<file path="src/rtl/execute_ctrl_if.sv">
// Execute-stage bus: decode handshake, ALU operand/result path and memory-stage handshake.
// The slave modport is the controller's view; master is the surrounding pipeline.
interface execute_ctrl_if;
  logic        in_valid;
  logic        in_ready;
  logic [3:0]  icode;
  logic [3:0]  ifun;
  logic [31:0] valA;
  logic [31:0] valB;
  logic [31:0] valC;
  logic [31:0] alu_a;
  logic [31:0] alu_b;
  logic [1:0]  alu_fun;
  logic [31:0] alu_vale;
  logic        out_valid;
  logic        out_ready;
  logic [31:0] valE;
  logic        cnd;
  logic [2:0]  cc;
  logic [2:0]  stat;

  modport master (
    output in_valid, icode, ifun, valA, valB, valC, alu_vale, out_ready,
    input  in_ready, alu_a, alu_b, alu_fun, out_valid, valE, cnd, cc, stat
  );

  modport slave (
    input  in_valid, icode, ifun, valA, valB, valC, alu_vale, out_ready,
    output in_ready, alu_a, alu_b, alu_fun, out_valid, valE, cnd, cc, stat
  );
endinterface

</file>
<file path="src/rtl/execute_ctrl.sv">
// Execute-stage sequencer: IDLE -> EXEC -> DONE, HALTED on non-AOK status.
// Optional macro EXEC_OF_EN enables the overflow flag (cc[0]); otherwise OF stays 0.
module execute_ctrl (
  input  logic              clk,
  input  logic              rst_n,
  execute_ctrl_if.slave     bus,
  output logic [1:0]        dbg_state
);
  // Handshakes: a transfer happens on a rising edge where valid and ready are
  // both high; in_ready is high only in IDLE, out_valid only in DONE.
  localparam logic [31:0] STACK_STEP = 32'd8;
  localparam logic [31:0] STACK_DEC  = ~STACK_STEP + 32'd1;
  localparam logic [2:0]  STAT_AOK   = 3'd1;
  localparam logic [2:0]  STAT_HLT   = 3'd2;
  localparam logic [2:0]  STAT_INS   = 3'd4;

  typedef enum logic [1:0] {IDLE, EXEC, DONE, HALTED} state_t;

  state_t      state;
  logic [3:0]  r_icode;
  logic [3:0]  r_ifun;

  logic [31:0] sel_a;
  logic [31:0] sel_b;
  logic [1:0]  sel_fun;
  logic        zf_n;
  logic        sf_n;
  logic        of_n;
  logic        lt;
  logic        cnd_n;
  logic [2:0]  stat_n;

  assign dbg_state = state;

  // Operand selection from the incoming decode fields, registered at accept.
  always_comb begin
    sel_a   = 32'd0;
    sel_b   = 32'd0;
    sel_fun = 2'd0;
    case (bus.icode)
      4'h2: sel_a = bus.valA;
      4'h3: sel_a = bus.valC;
      4'h4, 4'h5: begin
        sel_a = bus.valC;
        sel_b = bus.valB;
      end
      4'h6: begin
        sel_a   = bus.valB;
        sel_b   = bus.valA;
        sel_fun = bus.ifun[1:0];
      end
      4'h8, 4'hA: begin
        sel_a = STACK_DEC;
        sel_b = bus.valB;
      end
      4'h9, 4'hB: begin
        sel_a = STACK_STEP;
        sel_b = bus.valB;
      end
      default: ;
    endcase
  end

  // Flags from the ALU result; operands are alu_a=valB, alu_b=valA for OPl.
  always_comb begin
    zf_n = (bus.alu_vale == 32'd0);
    sf_n = bus.alu_vale[31];
`ifdef EXEC_OF_EN
    case (bus.alu_fun)
      2'd0:    of_n = (bus.alu_a[31] == bus.alu_b[31]) && (bus.alu_vale[31] != bus.alu_a[31]);
      2'd1:    of_n = (bus.alu_a[31] != bus.alu_b[31]) && (bus.alu_vale[31] != bus.alu_a[31]);
      default: of_n = 1'b0;
    endcase
`else
    of_n = 1'b0;
`endif
  end

  // Condition uses the flags as they stand before this instruction's update.
  always_comb begin
    lt    = bus.cc[1] ^ bus.cc[0];
    cnd_n = 1'b0;
    if (r_icode == 4'h2 || r_icode == 4'h7) begin
      case (r_ifun)
        4'd0:    cnd_n = 1'b1;
        4'd1:    cnd_n = lt | bus.cc[2];
        4'd2:    cnd_n = lt;
        4'd3:    cnd_n = bus.cc[2];
        4'd4:    cnd_n = ~bus.cc[2];
        4'd5:    cnd_n = ~lt;
        4'd6:    cnd_n = ~lt & ~bus.cc[2];
        default: cnd_n = 1'b0;
      endcase
    end
  end

  always_comb begin
    stat_n = STAT_AOK;
    if (r_icode == 4'h0)
      stat_n = STAT_HLT;
    else if (r_icode > 4'hB || (r_icode == 4'h6 && r_ifun > 4'd3))
      stat_n = STAT_INS;
  end

  always_ff @(posedge clk or negedge rst_n) begin
    if (!rst_n) begin
      state         <= IDLE;
      r_icode       <= 4'd0;
      r_ifun        <= 4'd0;
      bus.in_ready  <= 1'b1;
      bus.out_valid <= 1'b0;
      bus.valE      <= 32'd0;
      bus.cnd       <= 1'b0;
      bus.cc        <= 3'b100;
      bus.stat      <= STAT_AOK;
      bus.alu_a     <= 32'd0;
      bus.alu_b     <= 32'd0;
      bus.alu_fun   <= 2'd0;
    end else begin
      case (state)
        IDLE: begin
          if (bus.in_valid) begin
            r_icode      <= bus.icode;
            r_ifun       <= bus.ifun;
            bus.alu_a    <= sel_a;
            bus.alu_b    <= sel_b;
            bus.alu_fun  <= sel_fun;
            bus.in_ready <= 1'b0;
            state        <= EXEC;
          end
        end
        EXEC: begin
          bus.valE <= bus.alu_vale;
          bus.cnd  <= cnd_n;
          bus.stat <= stat_n;
          if (r_icode == 4'h6 && r_ifun <= 4'd3)
            bus.cc <= {zf_n, sf_n, of_n};
          bus.alu_a     <= 32'd0;
          bus.alu_b     <= 32'd0;
          bus.alu_fun   <= 2'd0;
          bus.out_valid <= 1'b1;
          state         <= DONE;
        end
        DONE: begin
          if (bus.out_ready) begin
            bus.out_valid <= 1'b0;
            if (bus.stat != STAT_AOK) begin
              state <= HALTED;
            end else begin
              bus.in_ready <= 1'b1;
              state        <= IDLE;
            end
          end
        end
        HALTED: ;
        default: state <= IDLE;
      endcase
    end
  end
endmodule

</file>
<file path="src/flat_wrapper.sv">
// flat-port wrapper written by rule: the top's interface ports become plain ports
module execute_ctrl_flat 
  (clk, rst_n, dbg_state, bus_in_valid, bus_icode, bus_ifun, bus_valA, bus_valB, bus_valC, bus_alu_vale, bus_out_ready, bus_in_ready, bus_alu_a, bus_alu_b, bus_alu_fun, bus_out_valid, bus_valE, bus_cnd, bus_cc, bus_stat);
  execute_ctrl_if bus_i ();
  input  logic clk;
  input  logic rst_n;
  output logic [1:0] dbg_state;
  input wire logic [$bits(bus_i.in_valid)-1:0] bus_in_valid;
  input wire logic [$bits(bus_i.icode)-1:0] bus_icode;
  input wire logic [$bits(bus_i.ifun)-1:0] bus_ifun;
  input wire logic [$bits(bus_i.valA)-1:0] bus_valA;
  input wire logic [$bits(bus_i.valB)-1:0] bus_valB;
  input wire logic [$bits(bus_i.valC)-1:0] bus_valC;
  input wire logic [$bits(bus_i.alu_vale)-1:0] bus_alu_vale;
  input wire logic [$bits(bus_i.out_ready)-1:0] bus_out_ready;
  output wire logic [$bits(bus_i.in_ready)-1:0] bus_in_ready;
  output wire logic [$bits(bus_i.alu_a)-1:0] bus_alu_a;
  output wire logic [$bits(bus_i.alu_b)-1:0] bus_alu_b;
  output wire logic [$bits(bus_i.alu_fun)-1:0] bus_alu_fun;
  output wire logic [$bits(bus_i.out_valid)-1:0] bus_out_valid;
  output wire logic [$bits(bus_i.valE)-1:0] bus_valE;
  output wire logic [$bits(bus_i.cnd)-1:0] bus_cnd;
  output wire logic [$bits(bus_i.cc)-1:0] bus_cc;
  output wire logic [$bits(bus_i.stat)-1:0] bus_stat;
  assign bus_i.in_valid = bus_in_valid;
  assign bus_i.icode = bus_icode;
  assign bus_i.ifun = bus_ifun;
  assign bus_i.valA = bus_valA;
  assign bus_i.valB = bus_valB;
  assign bus_i.valC = bus_valC;
  assign bus_i.alu_vale = bus_alu_vale;
  assign bus_i.out_ready = bus_out_ready;
  assign bus_in_ready = bus_i.in_ready;
  assign bus_alu_a = bus_i.alu_a;
  assign bus_alu_b = bus_i.alu_b;
  assign bus_alu_fun = bus_i.alu_fun;
  assign bus_out_valid = bus_i.out_valid;
  assign bus_valE = bus_i.valE;
  assign bus_cnd = bus_i.cnd;
  assign bus_cc = bus_i.cc;
  assign bus_stat = bus_i.stat;
  execute_ctrl u_core (.clk(clk), .rst_n(rst_n), .bus(bus_i), .dbg_state(dbg_state));
endmodule
</file>
<file path="config.mk">
export PLATFORM = sky130hd
export DESIGN_NAME = execute_ctrl_flat
export DESIGN_NICKNAME = d
export VERILOG_FILES = /design/src/rtl/execute_ctrl_if.sv /design/src/rtl/execute_ctrl.sv /design/src/flat_wrapper.sv
export SDC_FILE = /design/constraint.sdc
export NUM_CORES = 1
export LEC_CHECK = 0
export CAP_MARGIN = 20
export CORE_AREA = 5 5 169 90
export DETAILED_ROUTE_END_ITERATION = 10
export DIE_AREA = 0 0 174 95
export PLACE_DENSITY_LB_ADDON = 0.3
export SKIP_CTS_REPAIR_TIMING = 1
export SLEW_MARGIN = 15
export SYNTH_ARGS = -nofsm -noshare
export SYNTH_HDL_FRONTEND = slang
export SYNTH_SLANG_ARGS = --single-unit
</file>
<file path="constraint.sdc">
create_clock -name clk -period 2 [get_ports clk]
set_input_delay 0.6 -clock clk [delete_from_list [all_inputs] [get_ports clk]]
set_output_delay 0.6 -clock clk [all_outputs]
set_load 0.01 [all_outputs]
</file>
==> reports/results.tsv <==
metric	value	unit
fin_hold_ws	0.165	ns
intPower	7.48	mW
crit_path_max_fanout	18	
gp_congestion	0.878	
power_per_cell_area	1230	nW/µm²
wl_per_cell	19.9	µm
clkSlewWorstSetupHoldPaths	0.06	ns
min_period	1.97	ns
syn_inst	526	
mostFrequentLayoutCell	clkdlybuf4s50_1	
die_y	95	µm
max_freq	508	MHz
cts_buffers	17	
core	13800	µm²
yosys_warnings	0	
rrSetupSlack	0.13	ns
synth.avg_cell_area	10.5	µm²
row_count	31	
maxCapViolCount	0	
layout.nets	930	
crit_type	input pin to flip-flop	
cp.required	2.33	ns
syn2layout_area_growth	63.9	%
vias_per_cell	5.40	
drtIter0Drc	335	
rsz0062_at_grt	true	
h-tree-depth	4	
outcome	completed	
yosys_register_bits	116	
ant_nets	0	
drcViolationCount	0	
routed_wl	19500	µm
critPathCapture	u_core.bus.alu_b[18]	
dpl_worst_slack	-0.464	ns
r2r-start	u_core.dbg_state[1]	
cpMostUsedCell	nand2_1	
grt-ovfl-total	0	
drv_slew	0	
endpoint_kind	flip-flop	
p_seq_share	32.4	%
postLayoutCoreUtil	65.5	%
p_sw	3.65	mW
crit_path_start	bus_icode[1]	
r2r.worst_path.cells	5	
insertedDiodeCount	0	
ioPinCount	249	
synth_edf_count	0	
clock_tree.root_cell	clkbuf_16	
die_area	16500	µm²
layout_common_cells	234 x clkdlybuf4s50_1, 113 x dfrtp_1, 101 x nand2_1	
crit_arrival	2.30	ns
firstDrtPassIters	5	
cts_tree	yes	
track_usage	23.4	%
finalSetupViolCount	0	
hold_viol	0	
grt_pass1_wl	30400	µm
combPwrFrac	39.2	%
synth_ff_type	dfrtp_1	
clkLatencyLatePin	0.40	ns
synth_fp_nets	670	
slew_headroom	66.6	%
r2r_end	u_core.bus.valE[9]	
die_w	174	µm
slowest_delay	0.51	ns
numPortBuffers	247	
postSynth.asyncResetShare	100	%
leakage	3.94	nW
slowest_stage	clkdlybuf4s50_1	
ir_worst_vdd	0.000526	V
grt_max_degree	35	
fin_ws	0.0312	ns
p_clk_share	28.4	%
min_path_type	input pin to async pin	
clock_sinks	116	
synthDistinctLibCells	44	
min_period_over_period	98.4	%
cp_cell_sequence	clkdlybuf4s50_1, or3b_4, a211oi_4, buf_6, nand2_1, nand2_1	
drive_gt1_share	15.4	%
num-fill-cells	1056	
synth_area	5520	µm²
antenna_found_initial	0	
cts_buffer_depth	2	
detailed_place_hpwl	14800	µm
tightest_slew	0.496	ns
grt_pass1_vias	5573	
ys_seq_area_share	52.6	%
start_util	40.0	%
p_sw_share	32.8	%
fin_skew	0.0110	ns
cp-start-kind	input pin	
vias	5293	
Yosys cell counts (8+ instances only):
cell	instances	area [µm²]
dfrtp_1	113	2830
nand2_1	101	379
a22oi_1	61	458
mux2_2	42	473
nor2_1	35	131
o2bb2ai_1	33	289
clkbuf_1	17	63.8
o21ai_0	17	85.1
o21ai_1	15	75.1
buf_2	9	45.0
nor4_1	9	56.3
inv_1	8	30.0
per-layer routing:
metal / track usage (%) / up-vias / part of all wire [%]
met3: 7.68 / 16 / 8.7
met2: 36.6 / 250 / 45
li1: - / 2429 / -
met1: 31.5 / 2598 / 45
met4: 6.52 / 0 / 0.97
met5: 0 / - / 0
flip-flops by register name (all words and copies together), names as in the netlist:
| signal | cells |
|---|---|
| u_core.bus.alu_fun | 2 |
| u_core.dbg_state | 2 |
| u_core.r_icode | 4 |
| u_core.bus.in_ready | 1 |
| u_core.bus.alu_b | 32 |
| u_core.r_ifun | 4 |
| u_core.bus.stat | 3 |
| u_core.bus.cc | 2 |
| u_core.bus.cnd | 1 |
| u_core.bus.alu_a | 32 |
| u_core.bus.out_valid | 1 |
| u_core.bus.valE | 32 |
through the flow:
stage	total power [mW]	TNS (ns)	cells	area [µm²]
after floorplan	5.56	0	526	5520
after global placement	7.85	-20.70	948	8390
after detailed placement	8.01	-24.23	948	8390
after CTS	11.2	-0.734	980	9000
after global routing	11.7	-0.00781	980	9050
final	11.1	0	980	9050
area by class of cell:
class                           instances  area [µm²]  share of cell area (%)
Sequential cell                       116        2910                    32.1
Timing Repair Buffer                  281        2870                    31.7
Multi-Input combinational cell        361        2390                    26.4
Clock buffer                           17         425                    4.70
Tap cell                              181         226                    2.50
Clock inverter                         15         190                    2.10
Inverter                                9        36.3                   0.401
logic make-up after synthesis:
kind of cell,share of synthesized area [%]
AND/OR/NAND/NOR,12.3
AO/OA/AOI/OAI,20.0
flip-flops,52.6
buffers and inverters,4.69
multiplexers,9.11
adder cells (fa/ha/maj),1.09
other,0.0679
XOR/XNOR,0.159
worst min path at each step:
stage | slack, ns | startpoint | endpoint | depth (start not counted)
2_1_floorplan | 0.30 | rst_n | u_core.bus.alu_a[0] | 0
3_3_place_gp | 0.47 | u_core.bus.alu_a[4] | u_core.bus.alu_a[4] | 2
3_5_place_dp | 0.47 | u_core.bus.alu_a[4] | u_core.bus.alu_a[4] | 2
4_1_cts | 0.17 | rst_n | u_core.bus.valE[31] | 1
5_1_grt | 0.18 | rst_n | u_core.bus.valE[31] | 1
6_report | 0.17 | rst_n | u_core.bus.valE[31] | 1
worst max-delay path, delay by kind of cell:
kind	cells	cell delay (ns)
buffers and inverters	2	0.75
and+or+nand+nor	3	0.61
AOI/OAI and AO/OA	1	0.33
power by group through the flow:
stage / clock, mW / combinational, mW / sequential, mW
after floorplan: 0 / 1.74 / 3.83
after global placement: 0 / 4.27 / 3.58
after detailed placement: 0 / 4.38 / 3.64
after CTS: 3.22 / 4.41 / 3.61
after global routing: 3.33 / 4.67 / 3.69
final: 3.16 / 4.36 / 3.60
Power figures use the tool's default switching activity.
